--- src/rtl/fc_ctrl_pkg.sv ---
// ----------------------------------------------------------------------------
// fc_ctrl_pkg
// Shared types and defaults for the folded fully-connected layer sequencers.
//   fc_state_t       : sequencer state encoding
//   FC_FOLD_DEFAULT  : default number of weight partitions per layer
//   FC_BDEP_DEFAULT  : default bitstream depth (RUN cycles per partition)
// ----------------------------------------------------------------------------
package fc_ctrl_pkg;

    typedef enum logic [2:0] {
        IDLE,
        CLR,
        WREQ,
        LOAD,
        RUN,
        SEL,
        DONE
    } fc_state_t;

    localparam int unsigned FC_FOLD_DEFAULT = 4;
    localparam int unsigned FC_BDEP_DEFAULT = 999;

endpackage

--- src/rtl/fold_cycle_counter.sv ---
// ----------------------------------------------------------------------------
// fold_cycle_counter
// Counts the bitstream cycles of one partition and flags the final one.
//   clk   in  : clock
//   rst_n in  : asynchronous reset, active low
//   clr   in  : force count to 0 (wins over en)
//   en    in  : advance count by one
//   last  out : count == BDEP-1
// ----------------------------------------------------------------------------
module fold_cycle_counter #(
    parameter int unsigned BDEP = 999,
    parameter int unsigned CWID = $clog2(BDEP)
) (
    input  logic clk,
    input  logic rst_n,
    input  logic clr,
    input  logic en,
    output logic last
);

    localparam logic [CWID-1:0] LAST_VAL = CWID'(BDEP - 1);

    logic [CWID-1:0] count_q;
    logic [CWID-1:0] count_d;

    // Terminal value is detected by comparison, so the counter never
    // depends on natural overflow of its width.
    assign last = (count_q == LAST_VAL);

    always_comb begin
        count_d = count_q;
        if (clr) begin
            count_d = '0;
        end else if (en) begin
            count_d = last ? '0 : count_q + CWID'(1);
        end
    end

    always_ff @(posedge clk or negedge rst_n) begin
        if (!rst_n) begin
            count_q <= '0;
        end else begin
            count_q <= count_d;
        end
    end

endmodule

--- src/rtl/fc_fold_sequencer.sv ---
// ----------------------------------------------------------------------------
// fc_fold_sequencer
// Sequencer for one folded FC layer: clear accumulators, then for every
// weight partition request/load its tile and run BDEP bitstream cycles,
// finally commit the result (sel) and report done.
//   clk   in  : clock
//   rst_n in  : asynchronous reset, active low
//   start in  : begin a layer pass (only honoured in IDLE)
//   abort in  : synchronous abort back to IDLE, beats every transition
//   wAck  in  : weight tile for `part` is available
//   busy  out : sequencer not idle
//   done  out : 1-cycle pulse, layer result valid
//   wReq  out : request weight tile `part`, held until wAck
//   load  out : 1-cycle pulse, datapath captures inputs/weights
//   clear out : 1-cycle pulse, datapath zeroes accumulators
//   sel   out : 1-cycle pulse, datapath commits result
//   part  out : current partition index 0..FOLD-1
// ----------------------------------------------------------------------------
module fc_fold_sequencer
    import fc_ctrl_pkg::*;
#(
    parameter int unsigned FOLD = FC_FOLD_DEFAULT,
    parameter int unsigned BDEP = FC_BDEP_DEFAULT,
    parameter int unsigned PWID = ($clog2(FOLD) < 2) ? 1 : $clog2(FOLD),
    parameter int unsigned CWID = $clog2(BDEP)
) (
    input  logic            clk,
    input  logic            rst_n,
    input  logic            start,
    input  logic            abort,
    input  logic            wAck,
    output logic            busy,
    output logic            done,
    output logic            wReq,
    output logic            load,
    output logic            clear,
    output logic            sel,
    output logic [PWID-1:0] part
);

    localparam logic [PWID-1:0] LAST_PART = PWID'(FOLD - 1);

    fc_state_t       state_q;
    fc_state_t       state_d;
    logic [PWID-1:0] part_q;
    logic [PWID-1:0] part_d;
    logic            cnt_clr;
    logic            cnt_en;
    logic            cnt_last;

    fold_cycle_counter #(
        .BDEP (BDEP),
        .CWID (CWID)
    ) u_cycle_counter (
        .clk   (clk),
        .rst_n (rst_n),
        .clr   (cnt_clr),
        .en    (cnt_en),
        .last  (cnt_last)
    );

    always_comb begin
        state_d = state_q;
        part_d  = part_q;
        cnt_clr = 1'b0;
        cnt_en  = 1'b0;

        unique case (state_q)
            IDLE: begin
                if (start) begin
                    state_d = CLR;
                end
            end
            CLR: begin
                part_d  = '0;
                state_d = WREQ;
            end
            WREQ: begin
                if (wAck) begin
                    state_d = LOAD;
                end
            end
            LOAD: begin
                cnt_clr = 1'b1;
                state_d = RUN;
            end
            RUN: begin
                cnt_en = 1'b1;
                if (cnt_last) begin
                    // With FOLD==1 part is always LAST_PART, so it never moves.
                    if (part_q == LAST_PART) begin
                        state_d = SEL;
                    end else begin
                        part_d  = part_q + PWID'(1);
                        state_d = WREQ;
                    end
                end
            end
            SEL: begin
                state_d = DONE;
            end
            DONE: begin
                part_d  = '0;
                state_d = IDLE;
            end
            default: begin
                part_d  = '0;
                state_d = IDLE;
            end
        endcase

        // Abort overrides whatever the case statement decided, including
        // a start seen in IDLE on the same cycle.
        if (abort) begin
            state_d = IDLE;
            part_d  = '0;
            cnt_clr = 1'b1;
        end
    end

    always_ff @(posedge clk or negedge rst_n) begin
        if (!rst_n) begin
            state_q <= IDLE;
            part_q  <= '0;
        end else begin
            state_q <= state_d;
            part_q  <= part_d;
        end
    end

    // Outputs depend only on registered state, so reset clears them at once.
    assign busy  = (state_q != IDLE);
    assign clear = (state_q == CLR);
    assign wReq  = (state_q == WREQ);
    assign load  = (state_q == LOAD);
    assign sel   = (state_q == SEL);
    assign done  = (state_q == DONE);
    assign part  = part_q;

endmodule

--- config.mk ---
export PLATFORM = sky130hd
export DESIGN_NAME = fc_fold_sequencer
export DESIGN_NICKNAME = d
export VERILOG_FILES = /design/src/rtl/fc_ctrl_pkg.sv /design/src/rtl/fold_cycle_counter.sv /design/src/rtl/fc_fold_sequencer.sv
export SDC_FILE = /design/constraint.sdc
export NUM_CORES = 1
export LEC_CHECK = 0
export CAP_MARGIN = 0
export CORE_MARGIN = 4
export CORE_UTILIZATION = 52
export DETAILED_ROUTE_END_ITERATION = 8
export PLACE_DENSITY = 0.77
export REMOVE_ABC_BUFFERS = 1
export SLEW_MARGIN = 10
export SYNTH_ARGS = -nofsm -noshare
export SYNTH_HDL_FRONTEND = slang
export SYNTH_HIERARCHICAL = 1
export SYNTH_SLANG_ARGS = --single-unit
--- constraint.sdc ---
create_clock -name clk -period 2.5 [get_ports clk]
set_input_delay 0.75 -clock clk [delete_from_list [all_inputs] [get_ports clk]]
set_output_delay 0.75 -clock clk [all_outputs]
set_load 0.01 [all_outputs]
==> impl_metrics.yaml, run 1 <==
worst_setup_path:
  cp-end-kind: "primary output"
  path_class: "reg2out"
  cp.required_ns: 1.75
  critPathMaxFanout: 11
  reg2regPathDepth: 7
  slowest_stage: "dfrtp_2"
  path_cells: "or3_1 > clkdlybuf4s50_1"
  cp-start-kind: "register"
  critPathMaxStageDelay_ns: 0.50
  arrival_ns: 1.64
drt:
  dr.first_iter.drc_count: 15
  vias: 851
  met3_length_um: 88
  route.met2.wl_mm: 1.04
  avgViaCountPerCell: 6.08
  drc: 0
  m1WireLength_um: 969
  top_layer: "met4"
  first_pass_iters: 5
  ant_nets: 0
  wire_per_inst_um: 15.2
  wirelength_mm: 2.12
cts:
  cts_buffers: 3
  cts_root_buffer: "clkbuf_4"
  cts_resized: 0
  clock_latency_ns: 0.30
  clockBufferDepth: 2
  cts-hold-fix-buffers: 0
  path_clk_slew_ns: 0.10
  clock_sinks: 15
  htreeDepth: 1
  post_cts_buffers: 0
  cts_tree: "built"
pwr:
  vdd_drop_max_uv: 284
  power_density_mw_per_mm2: 412
  power_uw: 461
  leakage_uw: 0.000445
sta:
  rsz0062_at_grt: "false"
  fmax_ghz: 0.419
  finalCritPeriodShare_pct: 95.5
  drv_slew: 0
  period_needed_ns: 2.39
  fin_setup_tns_ns: 0
  slew_headroom_pct: 54.7
  tightest_slew_ns: 0.677
  finalHoldViolations: 0
  fin_ws_ns: 0.112
  finClkSkew_ns: 0.00980
  setup_violations: 0
job:
  maxCapViolations: 0
synth:
  synth_xor_area_share_pct: 0.947
  synth-compound-area-share_pct: 17.7
  yosys.area_share.simple_pct: 29.9
  synth_edf_count: 0
  synthMuxAreaShare_pct: 2.44
  async_reset_ff_share_pct: 100
  yosysUniqueCellTypes: 38
  yosys.area_share.adder_pct: 4.06
  synth-warning-count: 6
  synth_top_flop_cell: "dfrtp_1"
  avgSynthCellArea_sq_um: 9.34
  seq_area_frac_synth_pct: 40.6
  synth_top_cell_by_area: "dfrtp_1"
  synth_area_leaders: "dfrtp_1, nand3_1, ha_1, a21oi_1, or3_1"
  ys_seq_elements: 15
  synth_top_area_share_pct: 40.6
  synthesis.area_sq_um: 925
  synth_top_family_by_area: "simple AND/OR/NAND/NOR gates"
  synthCells: 99
cells_and_area:
  diodes: 0
  drive_gt1_share_pct: 17.2
  nNetsFinal: 125
  areaGrowthSynthToFinish_pct: 21.0
global_routing:
  grt_pass1_wl_mm: 3.57
  antenna_found_initial: 0
  grt_pass1_vias: 790
  grt_max_degree: 16
  grt_usage_pct: 18.5
  gr-total-overflow: 0
floorplanning:
  dieHeight_um: 50.2
  io_pins: 13
  fp.coreArea_sq_mm: 0.00159
  die_w_um: 50.2
  die_area_sq_mm: 0.00252
  initial_utilization_pct: 58.0
  core.rowCount: 14
worst_hold_path:
  hold_path_class: "reg2reg"
  hold_depth: 1
placed_design:
  hpwl_mm: 1.60
  dp_slack_ns: 0.232
  gp_congestion: 0.794
  port_buffers: 12
status:
  outcome: "finished, final reports clean"
==> critical path: cells and delay by family (launching register included) <==
kind          cells  cell delay [ns]
flops             1             0.50
buf+inv           1             0.48
simple gates      1             0.37
==> routing by layer <==
metal  up-vias  GRT usage [%]
met5         -              0
li1        410              -
met2        24           30.4
met4         0           7.37
met3         3           3.85
met1       414           23.6
==> synth_stat cells, types with 2 or more instances <==
cell,number
nand3_1,8
and3_1,2
nor3_1,5
ha_1,3
a21oi_1,7
nor2_1,3
dfrtp_1,15
a31oi_1,2
o21ai_0,5
nand3b_1,2
nand2_1,7
mux2_2,2
or4_1,2
or3_1,5
buf_2,2
nand4b_1,2
inv_1,6
==> worst paths after layout <==
| kind | startpoint | end | slack [ns] |
|---|---|---|---|
| worst max-delay path | state_q[1] | busy | 0.11 |
| worst min-delay path | state_q[0] | state_q[0] | 0.55 |
| worst min register to register | state_q[0] | state_q[0] | 0.55 |
| worst max register to register | u_cycle_counter/count_q[0] | part[1] | 0.58 |
| min in group asynchronous | rst_n | u_cycle_counter/count_q[7] | 0.85 |
| max in group asynchronous | rst_n | state_q[2] | 1.16 |
==> area by class of cell <==
| class | count | area [sq um] |
|---|---|---|
| Multi-Input combinational cell | 75 | 509 |
| Fill cell | 123 | 475 |
| Sequential cell | 15 | 379 |
| Timing Repair Buffer | 16 | 150 |
| Tap cell | 24 | 30.0 |
| Clock buffer | 3 | 22.5 |
| Inverter | 6 | 22.5 |
| Clock inverter | 1 | 5.00 |
==> stage by stage <==
step,util (%),hold slack (ns),cells,instance area [sq um]
2_1_floorplan,-,0.454,96,907
3_3_place_gp,68.2,0.556,136,1090
3_5_place_dp,68.2,0.565,136,1090
4_1_cts,69.9,0.589,140,1110
5_1_grt,70.2,0.573,140,1120
6_report,70.2,0.553,140,1120
==> flip-flops by register name (all words and copies together), names as in the netlist <==
| signal | cells |
|---|---|
| u_cycle_counter/count_q | 10 |
| state_q | 3 |
| part | 2 |
==> cells in the final DEF (no fill, tap or decap), types with 2 or more instances in the layout <==
master,n
nand4b_1,2
buf_4,4
clkdlybuf4s50_1,12
nand3_1,8
a21oi_1,7
o21ai_0,5
or3_1,5
nor3_1,5
ha_1,3
inv_1,5
nand2_1,7
a31oi_1,2
nand3b_1,2
and3_1,2
mux2_2,2
clkbuf_4,3
nor2_1,3
dfrtp_2,3
dfrtp_1,12
or4_1,2
==> power by group <==
part / total [uW] / internal, uW / switching, uW
sequential: 256 / 247 / 9.28
clock: 145 / 59.6 / 85.3
combinational: 59.9 / 30.6 / 29.3
==> kinds of logic after synthesis <==
kind of cell | after synthesis
AOI/OAI and AO/OA | 24
xor gates and xnor gates | 1
adders and majority gates | 3
buffers and inverters | 9
DFF | 15
muxes | 2
and+or+nand+nor | 45
Power figures use the tool's default switching activity.
==> run 2, diff against run 1 <==
--- a/config.mk
+++ b/config.mk
@@ -7,12 +7,11 @@
 export LEC_CHECK = 0
 export CAP_MARGIN = 0
 export CORE_MARGIN = 4
-export CORE_UTILIZATION = 52
+export CORE_UTILIZATION = 54
 export DETAILED_ROUTE_END_ITERATION = 8
-export PLACE_DENSITY = 0.77
+export PLACE_DENSITY = 0.78
 export REMOVE_ABC_BUFFERS = 1
 export SLEW_MARGIN = 10
 export SYNTH_ARGS = -nofsm -noshare
 export SYNTH_HDL_FRONTEND = slang
-export SYNTH_HIERARCHICAL = 1
 export SYNTH_SLANG_ARGS = --single-unit
==> constraint.sdc (replaced) <==
create_clock -name clk -period 2.5 [get_ports clk]
set_input_delay 0.75 -clock clk [delete_from_list [all_inputs] [get_ports clk]]
set_output_delay 0.75 -clock clk [all_outputs]
set_load 0.05 [all_outputs]
==> run 2 against run 1 <==
Design area grew 12%. Combinational power grew to 4.0 times the previous value. Register-to-register slack hardly changed. Worst setup slack better by 0.011 ns. Clock-buffer cell count unchanged. Via count up 6.7%. Critical path depth unchanged. Clock power hardly changed. Area after synthesis increased by 13%. Critical path type unchanged. Largest cell class unchanged. Largest power group unchanged.
==> impl_metrics.yaml, run 2 <==
status:
  outcome: "finished, final reports clean"
pwr:
  vdd_drop_max_uv: 304
  p_comb_share_pct: 36.0
  swShare_pct: 38.4
  clockPowerShare_pct: 22.0
  switchingPower_uw: 256
  power_density_mw_per_mm2: 532
  leakage_uw: 0.000513
  power_frac_seq_pct: 42.0
  internal_power_uw: 410
global_routing:
  grt_max_degree: 16
  antenna_found_initial: 0
  grt_pass1_wl_mm: 3.99
  grt_usage_pct: 20.0
  gr-total-overflow: 0
  grt_pass1_vias: 885
floorplanning:
  io_pins: 13
  core.rowCount: 15
  dieHeight_um: 52.0
  die_w_um: 52.0
  initial_utilization_pct: 58.5
  die_area_sq_mm: 0.00270
  fp.coreArea_sq_mm: 0.00178
cts:
  clock_latency_ns: 0.30
  clockBufferDepth: 2
  cts_tree: "built"
  clock_sinks: 15
  cts_buffers: 3
  htreeDepth: 1
  cts_resized: 0
  cts-hold-fix-buffers: 0
  post_cts_buffers: 0
  path_clk_slew_ns: 0.10
  cts_root_buffer: "clkbuf_4"
drt:
  ant_nets: 0
  wire_per_inst_um: 14.9
  first_pass_iters: 4
  avgViaCountPerCell: 5.97
  dr.first_iter.drc_count: 18
  vias: 908
  drc: 0
  wirelength_mm: 2.27
worst_setup_path:
  cp-start-kind: "register"
  path_buf_inv: 1
  path_class: "reg2out"
  slowest_stage: "dfrtp_1"
  path_cells: "and3b_1 > buf_12"
  cp.required_ns: 1.75
  arrival_ns: 1.63
  r2r_slack_ns: 0.59
  reg2reg_from: "state_q[0]"
  cp-end-kind: "primary output"
  critical-path-top-delay-family: "flip-flops"
  critPathMaxStageDelay_ns: 0.63
  worstReg2RegEnd: "u_cycle_counter.count_q[6]"
  reg2regPathDepth: 4
  critPathMaxFanout: 13
worst_hold_path:
  hold_depth: 1
  hold_end: "u_cycle_counter.count_q[9]"
  hold_path_class: "reg2reg"
  min_from: "u_cycle_counter.count_q[9]"
job:
  maxCapViolations: 0
synth:
  yosysMostFrequentCell: "dfrtp_1"
  avgSynthCellArea_sq_um: 9.23
  async_reset_ff_share_pct: 100
  synthesis.area_sq_mm: 0.00104
  synth-warning-count: 0
  ys_seq_elements: 15
  yosysUniqueCellTypes: 45
  synth_common_cells: "dfrtp_1, nand2_1, nor2_1, a21oi_1, o21ai_0"
  synth_top_area_share_pct: 36.0
  synthCells: 113
  synth_top_flop_cell: "dfrtp_1"
  synth_area_leaders: "dfrtp_1, nand2_1, ha_1, a21oi_1, xor2_1"
  seq_area_frac_synth_pct: 36.0
  synth_edf_count: 0
  synth_top_cell_by_area: "dfrtp_1"
sta:
  setup_violations: 0
  fin_setup_tns_ns: 0
  tightest_slew_ns: 0.670
  rsz0062_at_grt: "false"
  fmax_ghz: 0.421
  finClkSkew_ns: 0.00436
  period_needed_ns: 2.38
  slew_headroom_pct: 55.2
  finalHoldViolations: 0
  drv_slew: 0
  finalCritPeriodShare_pct: 95.1
placed_design:
  port_buffers: 12
  gp_congestion: 0.885
  hpwl_mm: 1.70
  place_area_sq_mm: 0.00122
cells_and_area:
  diodes: 0
  final_common_cell: "dfrtp_1"
  stdcell_area_sq_mm: 0.00125
  drive_gt1_share_pct: 18.1
  largest_register: "u_cycle_counter.count_q"
  mostFrequentLayoutCells: "dfrtp_1, nand2_1, nor2_1, a21oi_1, clkdlybuf4s50_1"
  areaGrowthSynthToFinish_pct: 19.9
  largest_reg_flops: 10
  nNetsFinal: 136
## run 2: metal layers
metal | GRT usage [%] | up-vias | wire, um
met1 | 27.1 | 437 | 1090
met4 | 10.0 | 0 | 31
met3 | 3.15 | 3 | 92
li1 | - | 445 | -
met5 | 0 | - | 0
met2 | 30.5 | 23 | 1060
## run 2: worst max path at each step
stage                     cells after the start                          to  slack (ns)  startpoint
final                                         2                        load        0.12  state_q[0]
after global routing                          2                        load       0.009  state_q[0]
after CTS                                     2                        load        0.13  state_q[0]
after detailed placement                      5  u_cycle_counter.count_q[7]        0.16       abort
after global placement                        5  u_cycle_counter.count_q[7]        0.22       abort
after floorplan                               1                       clear       0.004  state_q[0]
## run 2: final cells by class
type,instances,area [sq um]
well taps,25,31.3
repair buffers,15,178
fillers,137,532
clock inverters,1,5.00
clock buffers,3,22.5
multi-input cells,90,628
inverters,3,11.3
flip-flops and latches,15,375
## run 2: logic make-up (layout without fill, tap and decap cells)
logic type | Yosys count | after routing | share of synthesized area [%]
buffers and inverters | 8 | 22 | 3.84
and+or+nand+nor | 54 | 54 | 31.8
AOI/OAI and AO/OA | 28 | 28 | 20.4
xor gates and xnor gates | 4 | 4 | 3.36
muxes | 1 | 1 | 1.08
DFF | 15 | 15 | 36.0
adders and majority gates | 3 | 3 | 3.60
## run 2: per-stage QoR
step / cells / hold WS, ns / power [uW] / setup slack [ns] / util [%]
floorplan: 108 / 0.454 / 422 / 0.00447 / -
global placement: 148 / 0.510 / 518 / 0.217 / 68.6
detailed placement: 148 / 0.531 / 523 / 0.159 / 68.6
CTS: 152 / 0.553 / 669 / 0.125 / 70.2
global route: 152 / 0.596 / 704 / 0.00859 / 70.2
finish: 152 / 0.556 / 666 / 0.123 / 70.2
## run 2: worst reg2reg max path: cells and delay by family, from the launching register on
family	cells	cell delay, ns
AO/OA/AOI/OAI	2	0.33
flip-flops	1	0.63
AND/OR/NAND/NOR	2	0.89
## run 2: power by group through the flow
stage / clock network, uW / logic [uW] / registers, uW
after floorplan: 0 / 138 / 284
after global placement: 0 / 234 / 283
after detailed placement: 0 / 239 / 284
after CTS: 150 / 239 / 279
after global routing: 165 / 256 / 283
final: 147 / 240 / 280
